[src/rtl/alu_ex_stage.sv]
// alu_ex_stage: RISC-V execute stage around alu_dp with a 2-entry skid buffer.
// Decodes funct3/funct7[5] into an alu_dp op, registers result/flags/branch
// decision, and hands them downstream over a valid/ready handshake.
//
// Ports (alu_ex_stage):
//   clk, rst_n                      clock (rising edge), async active-low reset
//   in_valid / in_ready             upstream handshake (in_ready registered)
//   in_funct3, in_funct7b5          instruction decode fields
//   in_is_branch, in_rd             branch marker, destination register
//   in_A, in_B                      operands
//   out_valid / out_ready           downstream handshake
//   out_R, out_flags, out_taken     result, {gt,lt,eq,ne}, branch decision
//   out_rd, out_illegal             destination (0 for branch/illegal), bad funct3
//
// Ports (alu_dp):
//   a, b      operands
//   op        0 add, 1 sub, 2 and, 3 or, 4 xor
//   r, flags  result and signed {gt,lt,eq,ne}

module alu_dp #(
    parameter int XLEN = 32
) (
    input  logic [XLEN-1:0] a,
    input  logic [XLEN-1:0] b,
    input  logic [2:0]      op,
    output logic [XLEN-1:0] r,
    output logic [3:0]      flags
);

    always_comb begin
        r = '0;
        unique case (op)
            3'd0:    r = a + b;
            3'd1:    r = a - b;
            3'd2:    r = a & b;
            3'd3:    r = a | b;
            3'd4:    r = a ^ b;
            default: r = '0;
        endcase
    end

    // Signed compare so blt/bge follow RISC-V semantics.
    always_comb begin
        flags[3] = $signed(a) > $signed(b);
        flags[2] = $signed(a) < $signed(b);
        flags[1] = (a == b);
        flags[0] = (a != b);
    end

endmodule

module alu_ex_stage #(
    parameter int XLEN = 32,
    parameter int RD_W = 5
) (
    input  logic            clk,
    input  logic            rst_n,
    input  logic            in_valid,
    output logic            in_ready,
    input  logic [2:0]      in_funct3,
    input  logic            in_funct7b5,
    input  logic            in_is_branch,
    input  logic [RD_W-1:0] in_rd,
    input  logic [XLEN-1:0] in_A,
    input  logic [XLEN-1:0] in_B,
    output logic            out_valid,
    input  logic            out_ready,
    output logic [XLEN-1:0] out_R,
    output logic [3:0]      out_flags,
    output logic            out_taken,
    output logic [RD_W-1:0] out_rd,
    output logic            out_illegal
);

    localparam logic [2:0] OP_ADD = 3'd0;
    localparam logic [2:0] OP_SUB = 3'd1;
    localparam logic [2:0] OP_AND = 3'd2;
    localparam logic [2:0] OP_OR  = 3'd3;
    localparam logic [2:0] OP_XOR = 3'd4;

    typedef struct packed {
        logic [XLEN-1:0] r;
        logic [3:0]      flags;
        logic            taken;
        logic [RD_W-1:0] rd;
        logic            illegal;
    } exPkt_t;

    typedef enum logic [1:0] {
        EMPTY = 2'd0,
        ONE   = 2'd1,
        TWO   = 2'd2
    } bufState_t;

    logic [2:0]      aluOp;
    logic            opLegal;
    logic [XLEN-1:0] aluR;
    logic [3:0]      aluFlags;
    logic            brLegal;
    logic            brTaken;
    exPkt_t          newPkt;

    bufState_t state;
    exPkt_t    mainPkt;
    exPkt_t    skidPkt;
    logic      inReadyQ;
    logic      outValidQ;
    logic      accept;
    logic      drain;

    // Op decode is kept apart from the taken/packet logic so that
    // the flags feedback does not form a combinational loop.
    always_comb begin
        aluOp   = OP_ADD;
        opLegal = 1'b0;
        if (in_is_branch) begin
            aluOp   = OP_SUB;
            opLegal = 1'b0;
        end else begin
            unique case (in_funct3)
                3'b000: begin
                    aluOp   = in_funct7b5 ? OP_SUB : OP_ADD;
                    opLegal = 1'b1;
                end
                3'b111: begin
                    aluOp   = OP_AND;
                    opLegal = 1'b1;
                end
                3'b110: begin
                    aluOp   = OP_OR;
                    opLegal = 1'b1;
                end
                3'b100: begin
                    aluOp   = OP_XOR;
                    opLegal = 1'b1;
                end
                default: begin
                    aluOp   = OP_ADD;
                    opLegal = 1'b0;
                end
            endcase
        end
    end

    alu_dp #(
        .XLEN (XLEN)
    ) uAluDp (
        .a     (in_A),
        .b     (in_B),
        .op    (aluOp),
        .r     (aluR),
        .flags (aluFlags)
    );

    always_comb begin
        brLegal = 1'b0;
        brTaken = 1'b0;
        unique case (in_funct3)
            3'b000: begin
                brLegal = 1'b1;
                brTaken = aluFlags[1];
            end
            3'b001: begin
                brLegal = 1'b1;
                brTaken = aluFlags[0];
            end
            3'b100: begin
                brLegal = 1'b1;
                brTaken = aluFlags[2];
            end
            3'b101: begin
                brLegal = 1'b1;
                brTaken = !aluFlags[2];
            end
            default: begin
                brLegal = 1'b0;
                brTaken = 1'b0;
            end
        endcase
    end

    // Illegal packets carry no result and no destination; flags are kept.
    always_comb begin
        newPkt       = '0;
        newPkt.flags = aluFlags;
        if (in_is_branch) begin
            newPkt.illegal = !brLegal;
            newPkt.r       = brLegal ? aluR : '0;
            newPkt.taken   = brLegal && brTaken;
            newPkt.rd      = '0;
        end else begin
            newPkt.illegal = !opLegal;
            newPkt.r       = opLegal ? aluR : '0;
            newPkt.taken   = 1'b0;
            newPkt.rd      = opLegal ? in_rd : '0;
        end
    end

    assign accept = in_valid && inReadyQ;
    assign drain  = outValidQ && out_ready;

    // Main register always feeds the outputs; skid only fills when the
    // main entry is stalled, so in_ready can stay a flop.
    always_ff @(posedge clk or negedge rst_n) begin
        if (!rst_n) begin
            state     <= EMPTY;
            mainPkt   <= '0;
            skidPkt   <= '0;
            inReadyQ  <= 1'b1;
            outValidQ <= 1'b0;
        end else begin
            unique case (state)
                EMPTY: begin
                    if (accept) begin
                        mainPkt   <= newPkt;
                        outValidQ <= 1'b1;
                        state     <= ONE;
                    end
                end
                ONE: begin
                    if (accept && drain) begin
                        mainPkt <= newPkt;
                    end else if (accept) begin
                        skidPkt  <= newPkt;
                        inReadyQ <= 1'b0;
                        state    <= TWO;
                    end else if (drain) begin
                        outValidQ <= 1'b0;
                        state     <= EMPTY;
                    end
                end
                TWO: begin
                    if (drain) begin
                        mainPkt  <= skidPkt;
                        inReadyQ <= 1'b1;
                        state    <= ONE;
                    end
                end
                default: begin
                    state     <= EMPTY;
                    inReadyQ  <= 1'b1;
                    outValidQ <= 1'b0;
                end
            endcase
        end
    end

    assign in_ready    = inReadyQ;
    assign out_valid   = outValidQ;
    assign out_R       = mainPkt.r;
    assign out_flags   = mainPkt.flags;
    assign out_taken   = mainPkt.taken;
    assign out_rd      = mainPkt.rd;
    assign out_illegal = mainPkt.illegal;

endmodule
[config.mk]
export PLATFORM = sky130hd
export DESIGN_NAME = alu_ex_stage
export DESIGN_NICKNAME = d
export VERILOG_FILES = /design/src/rtl/alu_ex_stage.sv
export SDC_FILE = /design/constraint.sdc
export NUM_CORES = 1
export LEC_CHECK = 0
export ABC_AREA = 1
export CAP_MARGIN = 30
export CORE_MARGIN = 10
export CORE_UTILIZATION = 58
export DETAILED_ROUTE_END_ITERATION = 8
export PLACE_DENSITY_LB_ADDON = 0.2
export SLEW_MARGIN = 20
export SYNTH_ARGS = -nofsm -noshare
export SYNTH_HDL_FRONTEND = slang
export SYNTH_SLANG_ARGS = --single-unit
[constraint.sdc]
create_clock -name clk -period 1.98 [get_ports clk]
set_input_delay 0.396 -clock clk [delete_from_list [all_inputs] [get_ports clk]]
set_output_delay 0.396 -clock clk [all_outputs]
set_load 0.01 [all_outputs]
==> results.cfg, run 1 <==
[run_status]
status = did not finish
toolErrorMsg = [ERROR GRT-0116] Global routing finished with congestion. Check the congestion regions in the DRC Viewer.
stop_stage = global routing

[synth]
synthCells = 1761
synthTopCellsByArea = dfrtp_1 22%, nand2_1 21%, ha_1 13%
ys_warn_count = 0
synthFlopType = dfrtp_1
synth.most_common_cell = nand2_1
yosysSeqAreaShare_pct = 21.9
synthDistinctLibCells = 44
async_flop_share_pct = 100
ys_ff_latch = 90
yosysTopAreaCell = dfrtp_1
netlist_top_cells_count = 586 x nand2_1, 278 x inv_1, 159 x nor2_1
synth_nets = 1944
synth_area_per_cell_um2 = 5.84
synth_edf_count = 0
syn-cell-area_mm2 = 0.0103
yosysTopAreaCellShare_pct = 21.7

[clock_network]
cts_buffer_depth = 2
root_buffer = clkbuf_16
postCtsHoldBufs = 0
htreeDepth = 3
cts.sinks = 90
numCtsBuffers = 9

[global_route]
grt_max_degree = 58
grt_pass1_wl_mm = 111
grt_usage_pct = 60.4
overflow = 1
grt_pass1_vias = 18900

[placement]
pre_cts_ws_ns = -1.10
io_buffers = 122
place_hpwl_mm = 32.3
gp_congestion = 1.09

[floorplan]
io_pins = 123
std_cell_rows = 48
fp.dieW_um = 153
die_h_um = 153
start_util_pct = 59.2
==> layer usage <==
metal,overflow,track usage (%)
met1,0,58.6
met2,1,78.8
met3,0,45.5
met4,0,57.9
met5,0,15.7
==> kinds of logic after synthesis <==
kind of cell	count (synthesis)	synth area share (%)
xor gates and xnor gates	2	0.170
AOI/OAI and AO/OA	259	13.5
adders and majority gates	105	12.9
buffers and inverters	362	13.9
DFF	90	21.9
and+or+nand+nor	943	37.6
==> metrics by stage <==
| stage | utilization (%) | std cells | setup TNS (ns) | area, um^2 | hold slack (ns) |
|---|---|---|---|---|---|
| global placement | 81.3 | 2348 | -60.01 | 14100 | 0.397 |
| CTS | 96.3 | 2410 | -2.08 | 16700 | 0.0490 |
| detailed placement | 81.3 | 2348 | -65.11 | 14100 | 0.405 |
| floorplan | - | 1761 | -0.241 | 10500 | 0.100 |
==> repair_timing <==
item / 4_1_cts
endpoints found under the setup margin: 73
setup buffers: 50
gates resized for setup: 799
pin swaps: 248
==> run 2, diff against run 1 <==
Settings changed: CORE_UTILIZATION 58 to 40, PLACE_DENSITY_LB_ADDON 0.2 to 0.15.
==> run 2 against run 1 <==
- the flow now finishes, with violations (negative hold slack, negative setup slack)
- synthesized cell count is the same
- synthesized area is the same
==> results.cfg, run 2 <==
[run_status]
status = finished, violations left
violations = negative hold slack, negative setup slack

[final_layout]
largest_reg_flops = 43
nFillCells = 1928
final_cell_mix = 338 x buf_4, 319 x nand2_1, 183 x nand2_2
final_common_cell = buf_4
regMostFlops = skidPkt
antenna_cells = 0
ff_latch_area_mm2 = 0.00225
multi_input_area_mm2 = 0.0101
post-route-cell-area_mm2 = 0.0192
fin_util_pct = 76.1
area_growth_pct = 87.1
fin_nets = 2440
stdcell_count = 2592
drive_gt1_share_pct = 55.9

[synth]
async_flop_share_pct = 100
netlist_top_cells_count = 586 x nand2_1, 278 x inv_1, 159 x nor2_1
synth_edf_count = 0
synthFlopType = dfrtp_1
synth_area_per_cell_um2 = 5.84
yosysTopAreaCell = dfrtp_1
synthCells = 1761
ys_warn_count = 0
synthDistinctLibCells = 44
yosysSeqAreaShare_pct = 21.9
synthTopCellsByArea = dfrtp_1 22%, nand2_1 21%, ha_1 13%
synth_nets = 1944
synth.most_common_cell = nand2_1
syn-cell-area_mm2 = 0.0103
ys_ff_latch = 90
yosysTopAreaCellShare_pct = 21.7

[global_route]
grt_pass1_wl_mm = 70.2
antenna_found_initial = 1
overflow = 0
grt_max_degree = 49
grt_pass1_vias = 13400
grt_usage_pct = 26.1

[detailed_routing]
wl_met1_mm = 19.1
ant_nets = 0
initialDrtViolationCount = 946
dr.pass1.iters = 5
dr.max_layer_used = met5
num_vias = 13600
via_per_inst = 5.24
dr_wl_met2_mm = 22.8
wl_per_cell_um = 17.9
routed_wl_mm = 46.3
drc = 0
wl_met3_mm = 2.68

[sta]
drv_slew = 0
fin_ws_ns = -0.0941
finalSetupViolCount = 22
min_period_ns = 2.07
fmax_mhz = 482
relSlewSlack_pct = 72.0
worstMarginPinSlew_ns = 0.420
hold_viol_final = 19
hold_slack_ns = -0.00414
fin_skew_ns = 0.0147
period_share_pct = 105
setup_tns_ns = -0.773
rsz0062_at_grt = yes

[pwr]
finalPower_mw = 12.6
switchingPower_mw = 5.40
p_int_mw = 7.24
powerDensity_mw_per_mm2 = 658
peakVddDrop_mv = 0.837
p_clk_share_pct = 15.0
leakagePower_nw = 9.95
seq_power_share_pct = 24.4
switching_share_pct = 42.7
pwr-share-comb_pct = 60.7

[floorplan]
die_h_um = 180
core_mm2 = 0.0253
std_cell_rows = 58
fp.dieW_um = 180
floorplan.die_area_mm2 = 0.0325
io_pins = 123
start_util_pct = 40.7

[setup_path]
critPathArrivalTime_ns = 2.31
r2r-start = in_ready$_DFFE_PN1P_
end_kind = register
r2r_slack_ns = 0.40
worstPathMaxFanout = 3
reg2reg_depth = 7
worst_r2r_endpoint = skidPkt[30]$_DFFE_PN0P_
cp-start-kind = input pin
required_ns = 2.22
crit_type = input pin to register

[flow_run]
cap_viol_max_count = 0

[clock_network]
cts_buffer_depth = 2
numCtsBuffers = 9
cts_tree = done
cts.sinks = 90
root_buffer = clkbuf_16
clk_pin_slew_ns = 0.07
htreeDepth = 3
clock_latency_ns = 0.34

[placement]
io_buffers = 122
gp_congestion = 1.01
place_area_mm2 = 0.0144
placed_cells = 2469
pre_cts_ws_ns = -1.07
place_hpwl_mm = 33.7

[hold_path]
hold_path.class = input pin to async pin
[run 2: worst max-delay path by stage]
| stage | startpoint | end | slack, ns | cells past startpoint |
|---|---|---|---|---|
| global placement | in_B[4] | out_R[17]$_DFFE_PN0P_ | -1.04 | 17 |
| global route | in_B[6] | out_R[28]$_DFFE_PN0P_ | -0.18 | 21 |
| finish | in_A[0] | out_R[28]$_DFFE_PN0P_ | -0.09 | 18 |
| CTS | in_A[0] | out_R[12]$_DFFE_PN0P_ | -0.15 | 16 |
| detailed placement | in_B[4] | out_taken$_DFFE_PN0P_ | -1.07 | 21 |
| floorplan | in_A[0] | out_taken$_DFFE_PN0P_ | -0.06 | 19 |
[run 2: area by class of cell]
class                      count  share of cell area (%)
multi-input combinational   1309                    52.6
timing repair inverter         1                  0.0325
clock inverter                 6                   0.501
tap                          330                    2.15
inverter                     294                    6.34
timing repair buffer         552                    25.5
sequential                    90                    11.7
clock buffer                  10                    1.19
[run 2: routing by layer]
| metal | vias to the layer above | global-route usage, % |
|---|---|---|
| met2 | 493 | 45.8 |
| li1 | 6526 | - |
| met5 | - | 0 |
| met4 | 2 | 9.45 |
| met1 | 6442 | 32.2 |
| met3 | 120 | 2.85 |
[run 2: repair_timing]
| item | 4_1_cts | 5_1_grt |
|---|---|---|
| resized for setup | 888 | 473 |
| buffers inserted | 64 | 52 |
| pin swaps | 275 | 290 |
| gates cloned | 1 | 0 |
| hold buffers | 0 | 0 |
| setup endpoints to repair | 72 | 68 |
[run 2: logic make-up (layout without fill, tap and decap cells)]
logic type               count (synthesis)  in the layout  synth area share, %
flip-flops                              90             90                 21.9
buffers and inverters                  362            863                 13.9
XOR/XNOR                                 2              2                0.170
AND/OR/NAND/NOR                        943            943                 37.6
adder cells (fa/ha/maj)                105            105                 12.9
AO/OA/AOI/OAI                          259            259                 13.5
[run 2: power groups by stage]
stage	clock, mW	sequential [mW]	combinational (mW)
6_report	1.89	3.08	7.67
4_1_cts	1.91	3.08	6.80
3_5_place_dp	0	3.10	5.80
3_3_place_gp	0	3.08	5.74
5_1_grt	1.99	3.19	8.30
2_1_floorplan	0	3.21	2.77
[run 2: worst max-delay path, cell delays in order]
cell and delay [ns]:
buf_12 0.11, inv_12 0.04, ha_4 0.12, inv_4 0.04, fa_2 0.43, nand2_4 0.10, nand2_4 0.07, nand3_2 0.08
nand3b_1 0.15, buf_6 0.18, nand2_4 0.07, nand4_1 0.09, nand3_2 0.10, nand3_2 0.07, nand2_2 0.10, nand2_2 0.05
nand2_1 0.06, nand2_1 0.04
No activity file was read; power rests on OpenSTA's default activity.
==> run 3, diff against run 2 <==
Settings changed: CORE_MARGIN 10 to 2, SYNTH_HIERARCHICAL set to 1.
==> run 3 against run 2 <==
- core utilization grew 0.64 points
- register-to-register slack is essentially flat
- sequential power shrank 6%
- clock skew shrank 0.0016 ns
- sequential share of layout area shrank 0.49 points
- final area grew 4.4%
- flip-flop and latch count is the same
- the flow finishes with violations (design-rule violations, negative setup slack)
==> results.cfg, run 3 <==
[synth]
synth_edf_count = 0
ys_ff_latch = 90
netlist_top_cells_count = 675 x nand2_1, 326 x inv_1, 197 x nor2_1
yosysTopAreaCellShare_pct = 23.8
ys_warn_count = 6
synth.most_common_cell = nand2_1
synth_area_per_cell_um2 = 5.74
synthDistinctLibCells = 43
synthFlopType = dfrtp_1
yosysTopAreaCell = nand2_1
async_flop_share_pct = 100
syn-cell-area_mm2 = 0.0107
yosysSeqAreaShare_pct = 21.1
synthTopCellsByArea = nand2_1 24%, dfrtp_1 21%, ha_1 12%
synth_nets = 2041
synthCells = 1857

[sta]
fin_ws_ns = -0.194
min_period_ns = 2.17
fmax_mhz = 460
drv_slew = 0
fin_skew_ns = 0.0131
hold_viol_final = 0
relSlewSlack_pct = 71.5
setup_tns_ns = -1.63
worstMarginPinSlew_ns = 0.427
finalSetupViolCount = 27
period_share_pct = 110
rsz0062_at_grt = yes

[setup_path]
worstPathMaxFanout = 4
r2r-start = in_ready$_DFFE_PN1P_
path_cells = buf_12, inv_12, ha_4, inv_4, fa_2, nand2_2, nand3_4, nand3_2, nand3b_1, buf_4, nand2_4, nand3_2, nand3_2, nand3_2, nand2_2, nand2_2, nand2_1, nand2_1
crit_top_cell = nand3_2
critPathMaxStageDelay_ns = 0.37
crit_path_start = in_A[0]
r2r_slack_ns = 0.41
end_kind = register
cp-start-kind = input pin
critPathArrivalTime_ns = 2.41
crit_type = input pin to register
required_ns = 2.22
critPathSlowestCell = fa_2

[detailed_routing]
initialDrtViolationCount = 1033
drc = 7
dr.pass1.iters = 9
via_per_inst = 5.22
num_vias = 14300
wl_per_cell_um = 17.6
ant_nets = 0
routed_wl_mm = 48.1

[clock_network]
root_buffer = clkbuf_16
htreeDepth = 3
clock_latency_ns = 0.34
cts_buffer_depth = 2
numCtsBuffers = 9
cts.sinks = 90
cts_tree = done
clk_pin_slew_ns = 0.07

[floorplan]
die_h_um = 167
std_cell_rows = 59
floorplan.die_area_mm2 = 0.0280
fp.dieW_um = 167
start_util_pct = 40.8
core_mm2 = 0.0261
io_pins = 123

[placement]
pre_cts_ws_ns = -1.26
gp_congestion = 0.978
place_area_mm2 = 0.0147
io_buffers = 122
place_hpwl_mm = 33.7

[global_route]
met1_usage_pct = 43.0
grt_pass1_wl_mm = 71.6
grtUsageMet3_pct = 2.10
grt_busiest_layer = met2
grt_usage_pct = 32.1
grt_util_met2_pct = 54.6
grt_max_degree = 49
antenna_found_initial = 0
grt_pass1_vias = 13700
overflow = 0

[final_layout]
antenna_cells = 0
regMostFlops = skidPkt
area_growth_pct = 88.1
largest_reg_flops = 43
drive_gt1_share_pct = 55.0
final_common_cell = nand2_1
final_cell_mix = 410 x nand2_1, 346 x buf_4, 189 x nand2_2
fin_nets = 2582
nFillCells = 1950
post-route-cell-area_mm2 = 0.0201

[pwr]
leakagePower_nw = 10.7
finalPower_mw = 12.3
peakVddDrop_mv = 0.423
powerDensity_mw_per_mm2 = 613

[run_status]
violations = design-rule violations, negative setup slack
status = finished, violations left

[flow_run]
cap_viol_max_count = 0

[hold_path]
min_from = out_R[14]$_DFFE_PN0P_
hold_path.class = register to register
[run 3: cell families after synthesis]
logic type / after synthesis / share of synthesized area (%)
buf+inv: 394 / 15.3
compound gates: 223 / 11.6
flops: 90 / 21.1
simple gates: 1041 / 39.2
xor+xnor: 3 / 0.246
fa+ha+maj: 106 / 12.6
[run 3: power by group]
| part | switching [mW] | internal (mW) |
|---|---|---|
| Combinational | 4.28 | 3.51 |
| Clock | 0.766 | 0.873 |
| Sequential | 0.381 | 2.50 |
[run 3: through the flow]
| stage | hold WS, ns | utilization [%] | instances |
|---|---|---|---|
| 3_5_place_dp | 0.359 | 56.4 | 2593 |
| 5_1_grt | 0.505 | 76.8 | 2738 |
| 2_1_floorplan | 0.100 | - | 1857 |
| 6_report | 0.475 | 76.8 | 2738 |
| 3_3_place_gp | 0.355 | 56.4 | 2593 |
| 4_1_cts | 0.482 | 68.9 | 2678 |
[run 3: cell type report]
cell class | count | area, um^2 | area share [%]
multi-input cells | 1373 | 10300 | 51.2
inverters | 332 | 1360 | 6.78
clock inverters | 7 | 62.6 | 0.312
clock buffers | 9 | 225 | 1.12
flip-flops and latches | 90 | 2250 | 11.2
well taps | 335 | 419 | 2.09
repair buffers | 592 | 5470 | 27.2
[run 3: final timing paths]
kind / endpoint / cells past startpoint
setup / recovery: out_R[28]$_DFFE_PN0P_ / 18
hold / removal: out_R[14]$_DFFE_PN0P_ / 2
setup reg to reg: out_rd[4]$_DFFE_PN0P_ / 8
hold reg to reg: out_R[14]$_DFFE_PN0P_ / 2
max in group asynchronous: in_ready$_DFFE_PN1P_ / 3
min in group asynchronous: out_R[6]$_DFFE_PN0P_ / 2
[run 3: what timing repair did]
item | CTS | global route
endpoints found under the hold margin | 10 | 0
cloned | 5 | 0
pin swaps | 276 | 336
hold buffers | 1 | 0
setup buffers | 68 | 69
gates resized for setup | 950 | 502
endpoints found under the setup margin | 74 | 71
[run 3: metal layers]
layer,vias up,share of wire (%)
met5,-,0
met4,0,4.7
met1,6737,41
met3,155,6.8
li1,6805,-
met2,596,47
[run 3: critical path, delay by kind of cell]
kind	cells	cell delay, ns
and+or+nand+nor	12	1.07
buffers and inverters	4	0.43
adders and majority gates	2	0.52
